--- config.mk ---
export PLATFORM = sky130hd
export DESIGN_NAME = dpram_rd_arbiter_flat
export DESIGN_NICKNAME = d
export VERILOG_FILES = /design/src/rtl/dpram_rd_arbiter_if.sv /design/src/rtl/dpram_rd_arbiter.sv /design/src/flat_wrapper.sv
export SDC_FILE = /design/constraint.sdc
export NUM_CORES = 1
export LEC_CHECK = 0
export BUFFER_PORTS_ARGS = -buffer_cell sky130_fd_sc_hd__buf_4
export CELL_PAD_IN_SITES_DETAIL_PLACEMENT = 0
export CELL_PAD_IN_SITES_GLOBAL_PLACEMENT = 1
export CORE_MARGIN = 5
export CORE_UTILIZATION = 37
export CTS_BUF_LIST = sky130_fd_sc_hd__clkbuf_16
export CTS_CLUSTER_DIAMETER = 200
export DETAILED_ROUTE_END_ITERATION = 8
export PLACE_DENSITY_LB_ADDON = 0.1
export SYNTH_ARGS = -nofsm -noshare
export SYNTH_HDL_FRONTEND = slang
export SYNTH_SLANG_ARGS = --single-unit
--- constraint.sdc ---
create_clock -name clk -period 3.8 [get_ports clk]
set_input_delay 0.38 -clock clk [delete_from_list [all_inputs] [get_ports clk]]
set_output_delay 0.38 -clock clk [all_outputs]
set_load 0.03 [all_outputs]
--- src/rtl/dpram_rd_arbiter_if.sv ---
// Bundles the two burst-read requesters, the dpram read port and the tagged response stream
// seen by dpram_rd_arbiter.
interface dpram_rd_arbiter_if #(
   parameter int unsigned ADDR_WIDTH = 9,
   parameter int unsigned DATA_WIDTH = 8,
   parameter int unsigned LEN_WIDTH  = 9
);
   logic                  req0_valid;
   logic [ADDR_WIDTH-1:0] req0_addr;
   logic [LEN_WIDTH-1:0]  req0_len;
   logic                  req0_ready;
   logic                  req1_valid;
   logic [ADDR_WIDTH-1:0] req1_addr;
   logic [LEN_WIDTH-1:0]  req1_len;
   logic                  req1_ready;
   logic                  ram_re;
   logic [ADDR_WIDTH-1:0] ram_raddr;
   logic [DATA_WIDTH-1:0] ram_rdata;
   logic                  rsp_valid;
   logic                  rsp_id;
   logic                  rsp_last;
   logic [DATA_WIDTH-1:0] rsp_data;
   logic                  busy;

   modport slave (
      input  req0_valid, req0_addr, req0_len, req1_valid, req1_addr, req1_len, ram_rdata,
      output req0_ready, req1_ready, ram_re, ram_raddr, rsp_valid, rsp_id, rsp_last, rsp_data,
             busy
   );

   modport master (
      output req0_valid, req0_addr, req0_len, req1_valid, req1_addr, req1_len, ram_rdata,
      input  req0_ready, req1_ready, ram_re, ram_raddr, rsp_valid, rsp_id, rsp_last, rsp_data,
             busy
   );
endinterface

--- src/rtl/dpram_rd_arbiter.sv ---
// Round-robin arbiter sharing one dpram read port between two burst-read requesters; a tag
// pipeline matched to the dpram read latency marks each returned word with owner and last.
module dpram_rd_arbiter #(
   parameter int unsigned ADDR_WIDTH = 9,
   parameter int unsigned DATA_WIDTH = 8,
   parameter int unsigned LEN_WIDTH  = 9,
   parameter int unsigned RD_LATENCY = 2
) (
   input logic             clk,
   input logic             rst_n,
   dpram_rd_arbiter_if.slave bus
);

   typedef enum logic [0:0] {StIdle, StBurst} state_e;

   state_e                state_q;
   logic [ADDR_WIDTH-1:0] cur_addr_q;
   logic [LEN_WIDTH-1:0]  remaining_q;
   logic                  owner_q;
   // Requester that wins when both are valid.
   logic                  prio_q;

   logic [RD_LATENCY-1:0] tag_valid_q;
   logic [RD_LATENCY-1:0] tag_id_q;
   logic [RD_LATENCY-1:0] tag_last_q;

   logic                  grant0;
   logic                  grant1;
   logic                  issue;
   logic                  issue_last;
   logic [DATA_WIDTH-1:0] rd_data;

   always_comb begin
      grant0 = bus.req0_valid && (!bus.req1_valid || !prio_q);
      grant1 = bus.req1_valid && (!bus.req0_valid ||  prio_q);
   end

   assign issue      = (state_q == StBurst);
   assign issue_last = issue && (remaining_q == '0);

   assign bus.req0_ready = (state_q == StIdle) && grant0;
   assign bus.req1_ready = (state_q == StIdle) && grant1;

   always_ff @(posedge clk or negedge rst_n) begin
      if (!rst_n) begin
         state_q     <= StIdle;
         cur_addr_q  <= '0;
         remaining_q <= '0;
         owner_q     <= 1'b0;
         prio_q      <= 1'b0;
      end else begin
         unique case (state_q)
            StIdle: begin
               if (grant0 || grant1) begin
                  cur_addr_q  <= grant1 ? bus.req1_addr : bus.req0_addr;
                  remaining_q <= grant1 ? bus.req1_len  : bus.req0_len;
                  owner_q     <= grant1;
                  prio_q      <= ~grant1;
                  state_q     <= StBurst;
               end
            end
            StBurst: begin
               // Address wraps naturally at 2^ADDR_WIDTH.
               cur_addr_q  <= cur_addr_q + ADDR_WIDTH'(1);
               remaining_q <= remaining_q - LEN_WIDTH'(1);
               if (remaining_q == '0) begin
                  state_q <= StIdle;
               end
            end
            default: state_q <= StIdle;
         endcase
      end
   end

   // Shifts every cycle, like the dpram output stage, regardless of ram_re.
   always_ff @(posedge clk or negedge rst_n) begin
      if (!rst_n) begin
         tag_valid_q <= '0;
         tag_id_q    <= '0;
         tag_last_q  <= '0;
      end else begin
         tag_valid_q[0] <= issue;
         tag_id_q[0]    <= issue & owner_q;
         tag_last_q[0]  <= issue_last;
         for (int i = 1; i < int'(RD_LATENCY); i++) begin
            tag_valid_q[i] <= tag_valid_q[i-1];
            tag_id_q[i]    <= tag_id_q[i-1];
            tag_last_q[i]  <= tag_last_q[i-1];
         end
      end
   end

   assign rd_data       = bus.ram_rdata;
   assign bus.rsp_data  = rd_data;
   assign bus.ram_re    = issue;
   assign bus.ram_raddr = cur_addr_q;
   assign bus.rsp_valid = tag_valid_q[RD_LATENCY-1];
   assign bus.rsp_id    = tag_id_q[RD_LATENCY-1];
   assign bus.rsp_last  = tag_last_q[RD_LATENCY-1];
   assign bus.busy      = issue || (|tag_valid_q);

endmodule

--- src/flat_wrapper.sv ---
// flat-port wrapper written by rule: the top's interface ports become plain ports
module dpram_rd_arbiter_flat 
#(
   parameter int unsigned ADDR_WIDTH = 9,
   parameter int unsigned DATA_WIDTH = 8,
   parameter int unsigned LEN_WIDTH  = 9,
   parameter int unsigned RD_LATENCY = 2
)
  (clk, rst_n, bus_req0_valid, bus_req0_addr, bus_req0_len, bus_req1_valid, bus_req1_addr, bus_req1_len, bus_ram_rdata, bus_req0_ready, bus_req1_ready, bus_ram_re, bus_ram_raddr, bus_rsp_valid, bus_rsp_id, bus_rsp_last, bus_rsp_data, bus_busy);
  dpram_rd_arbiter_if #(.ADDR_WIDTH(ADDR_WIDTH), .DATA_WIDTH(DATA_WIDTH), .LEN_WIDTH(LEN_WIDTH)) bus_i ();
  input logic clk;
  input logic rst_n;
  input wire logic [$bits(bus_i.req0_valid)-1:0] bus_req0_valid;
  input wire logic [$bits(bus_i.req0_addr)-1:0] bus_req0_addr;
  input wire logic [$bits(bus_i.req0_len)-1:0] bus_req0_len;
  input wire logic [$bits(bus_i.req1_valid)-1:0] bus_req1_valid;
  input wire logic [$bits(bus_i.req1_addr)-1:0] bus_req1_addr;
  input wire logic [$bits(bus_i.req1_len)-1:0] bus_req1_len;
  input wire logic [$bits(bus_i.ram_rdata)-1:0] bus_ram_rdata;
  output wire logic [$bits(bus_i.req0_ready)-1:0] bus_req0_ready;
  output wire logic [$bits(bus_i.req1_ready)-1:0] bus_req1_ready;
  output wire logic [$bits(bus_i.ram_re)-1:0] bus_ram_re;
  output wire logic [$bits(bus_i.ram_raddr)-1:0] bus_ram_raddr;
  output wire logic [$bits(bus_i.rsp_valid)-1:0] bus_rsp_valid;
  output wire logic [$bits(bus_i.rsp_id)-1:0] bus_rsp_id;
  output wire logic [$bits(bus_i.rsp_last)-1:0] bus_rsp_last;
  output wire logic [$bits(bus_i.rsp_data)-1:0] bus_rsp_data;
  output wire logic [$bits(bus_i.busy)-1:0] bus_busy;
  assign bus_i.req0_valid = bus_req0_valid;
  assign bus_i.req0_addr = bus_req0_addr;
  assign bus_i.req0_len = bus_req0_len;
  assign bus_i.req1_valid = bus_req1_valid;
  assign bus_i.req1_addr = bus_req1_addr;
  assign bus_i.req1_len = bus_req1_len;
  assign bus_i.ram_rdata = bus_ram_rdata;
  assign bus_req0_ready = bus_i.req0_ready;
  assign bus_req1_ready = bus_i.req1_ready;
  assign bus_ram_re = bus_i.ram_re;
  assign bus_ram_raddr = bus_i.ram_raddr;
  assign bus_rsp_valid = bus_i.rsp_valid;
  assign bus_rsp_id = bus_i.rsp_id;
  assign bus_rsp_last = bus_i.rsp_last;
  assign bus_rsp_data = bus_i.rsp_data;
  assign bus_busy = bus_i.busy;
  dpram_rd_arbiter #(.ADDR_WIDTH(ADDR_WIDTH), .DATA_WIDTH(DATA_WIDTH), .LEN_WIDTH(LEN_WIDTH), .RD_LATENCY(RD_LATENCY)) u_core (.clk(clk), .rst_n(rst_n), .bus(bus_i));
endmodule
==> results.py <==
metrics = {
    "sta": {
        "period_share": 0.551,
        "slew_viol_final": 0,
        "grt_setup_unrepaired": "false",
        "max_freq_mhz": 477,
        "relSlewSlack": 0.627,
        "hold_viol": 0,
        "tns_ns": 0,
        "min_period_ns": 2.10,
        "setup-violations-final": 0,
        "worst_pin_slew_ns": 0.559,
        "finalClockSkew_ns": 0.00387,
        "hold_ws_ns": 0.0231,
    },
    "grt": {
        "overflow": 0,
        "grt_usage": 0.157,
        "grt_first_pass_wirelength_um": 7710,
        "grt_max_degree": 33,
        "antenna_found_initial": 0,
        "grt_pass1_vias": 1516,
    },
    "floorplanning": {
        "dieHeight_um": 77.1,
        "ios": 72,
        "fp.dieW_um": 77.1,
        "core_area_um2": 4350,
        "initial_core_util": 0.383,
        "die-area_um2": 5950,
        "rows": 24,
    },
    "drt": {
        "firstDrtPassIters": 5,
        "viasPerCell": 5.55,
        "totalWireLength_um": 4610,
        "drtAntennaViolNets": 0,
        "wl_per_cell_um": 16.6,
        "dr_total_vias": 1536,
        "drt_iter0_drc": 107,
        "route.detailed.drc": 0,
    },
    "power": {
        "p_sw_frac": 0.415,
        "pwr-share-comb": 0.427,
        "design_power_total_mw": 1.41,
        "clock_power_share": 0.176,
        "vdd_ir_drop_max_v": 0.000371,
        "power.density_nw_per_um2": 666,
        "power.leakage_nw": 0.948,
        "seq_power_share": 0.397,
        "intPower_uw": 827,
        "power_switching_uw": 587,
    },
    "logic_synthesis": {
        "ys_warn_count": 0,
        "synth_seq_area_share": 0.405,
        "synth_nets": 234,
        "yosys-top-cells-area": "dfrtp_1 (41%), mux2i_1 (6.0%), a21oi_1 (4.2%)",
        "ys_types": 42,
        "ys.flop_type": "dfrtp_1",
        "synthArstFlopShare": 1.00,
        "synth_cells": 184,
        "syn-cell-area_um2": 1670,
        "synth_edf_count": 0,
        "yosys.area.top_type": "dfrtp_1",
        "syn_area_per_cell_um2": 9.06,
        "yosys.area.top_type_share": 0.405,
        "ys_ff_latch": 27,
    },
    "final_layout": {
        "syn2layout_area_growth_pct": 27.3,
        "fin_cells": 277,
        "nNetsFinal": 276,
        "n_antenna_cell": 0,
        "utilization": 0.488,
        "drive_gt1_frac": 0.293,
    },
    "cts": {
        "clk_path_buf_depth": 2,
        "cts_buffers": 3,
        "clk_pin_slew_ns": 0.07,
        "ctsHoldBuffers": 0,
        "cts_sinks": 27,
        "ctsResizeCount": 0,
        "htree_levels": 1,
        "postCtsSetupRepairBufs": 0,
        "cts-root-buf": "clkbuf_16",
        "cts_tree": "done",
        "clk_latency_ns": 0.26,
    },
    "place": {
        "numPortBuffers": 55,
        "post-dp-hpwl_um": 3390,
        "gp_congestion": 0.854,
        "numPlacedInstances": 273,
    },
    "worst_setup_path": {
        "worst_r2r_endpoint": "u_core.remaining_q[6]$_DFFE_PN0P_",
        "crit_arrival_ns": 1.72,
        "r2r_start": "u_core.bus.ram_re$_DFF_PN0_",
        "crit_path_end_kind": "primary output",
        "start_kind": "register",
        "rrSetupSlack_ns": 1.95,
        "worstSetupPathType": "reg -> out",
        "reg2regPathDepth": 4,
        "crit_required_ns": 3.42,
        "crit_path_max_fanout": 19,
    },
    "hold_path": {
        "timing.hold.worst.class": "in -> async",
    },
    "run": {
        "maxCapViolations": 0,
    },
    "status": {
        "run_status": "complete, no violations",
    },
}
## registers in the layout, indices dropped and copies added (netlist names)
name                  flops
u_core.bus.ram_raddr      9
u_core.remaining_q        9
u_core.tag_id_q           2
u_core.tag_last_q         2
u_core.tag_valid_q        2
u_core.bus.ram_re         1
u_core.owner_q            1
u_core.prio_q             1
## cell families after synthesis
kind of cell | after synthesis | synth area share
flip-flops | 27 | 0.405
XOR/XNOR | 8 | 0.0420
multiplexers | 13 | 0.0803
adder cells (fa/ha/maj) | 2 | 0.0150
AND/OR/NAND/NOR | 51 | 0.161
AO/OA/AOI/OAI | 55 | 0.209
buffers and inverters | 28 | 0.0878
## worst max-delay path, cell delays in order, from the launching register on
cell and delay, ns:
dfrtp_1 0.59, buf_4 0.31, or3_1 0.37, buf_4 0.17
## layout make-up
cell class	instances	area [um^2]
clock inverters	1	7.51
well taps	52	65.1
inverters	9	33.8
repair buffers	56	420
clock buffers	3	75.1
multi-input cells	129	846
fillers	425	2230
flip-flops and latches	27	676
## power by group through the flow
| stage | clock network [mW] | registers [mW] | logic, mW |
|---|---|---|---|
| finish | 0.249 | 0.561 | 0.604 |
| global route | 0.273 | 0.580 | 0.679 |
| CTS | 0.259 | 0.560 | 0.612 |
| detailed placement | 0 | 0.564 | 0.607 |
| global placement | 0 | 0.562 | 0.604 |
| floorplan | 0 | 0.615 | 0.368 |
## worst max-delay path by stage
| stage | startpoint | slack [ns] | cells after the start | to |
|---|---|---|---|---|
| finish | u_core.bus.ram_re$_DFF_PN0_ | 1.70 | 3 | bus_busy |
| global route | u_core.bus.ram_re$_DFF_PN0_ | 1.58 | 3 | bus_busy |
| CTS | u_core.bus.ram_re$_DFF_PN0_ | 1.69 | 3 | bus_busy |
| detailed placement | bus_req1_valid | 1.89 | 5 | bus_req0_ready |
| global placement | bus_req1_valid | 1.93 | 5 | bus_req0_ready |
| floorplan | u_core.bus.ram_re$_DFF_PN0_ | 1.90 | 4 | bus_req0_ready |
## synthesized netlist by cell type (2+ instances only)
cell,count
mux2i_1,10
xor2_1,2
a31oi_1,7
buf_2,3
dfrtp_1,27
and2_1,2
nand3_1,7
nor2b_1,2
xnor2_1,6
inv_1,8
nor3_1,2
nor2_1,17
o21ai_0,9
nor4_1,4
nand3b_1,3
nand2_1,8
o221ai_1,5
a211oi_1,3
nand4_1,2
o21ai_1,3
ha_1,2
o22ai_1,5
buf_4,8
a21oi_1,14
clkbuf_1,6
mux2_2,3
## through the flow
step                setup slack [ns]  cell area [um^2]
floorplan                       1.90              1670
global placement                1.93              2040
finish                          1.70              2120
global route                    1.58              2120
CTS                             1.69              2120
detailed placement              1.89              2040
## per-layer routing
| layer | global-route usage | share of wire | wire [um] | vias to the layer above |
|---|---|---|---|---|
| li1 | - | - | - | 749 |
| met1 | 0.218 | 0.46 | 2110 | 725 |
| met2 | 0.242 | 0.46 | 2130 | 53 |
| met3 | 0.0468 | 0.068 | 313 | 9 |
| met4 | 0.0344 | 0.011 | 49 | 0 |
| met5 | 0 | 0 | 0 | - |
## cells in the final DEF, fill, tap and decap left out, drive strengths merged, types with 2 or more instances in the layout
cell    Yosys  final
a211oi      3      3
a21oi      14     14
a31oi       7      7
and2        2      2
buf        13     56
clkbuf      6      3
dfrtp      27     27
ha          2      2
inv         8      8
mux2        3      3
mux2i      10     10
nand2       8      8
nand3       7      7
nand3b      3      3
nand4       2      2
nor2       17     17
nor2b       2      2
nor3        2      2
nor4        5      5
o21ai      12     12
o221ai      5      5
o22ai       5      5
xnor2       6      6
xor2        2      2
(Power assumes the default switching activity.)
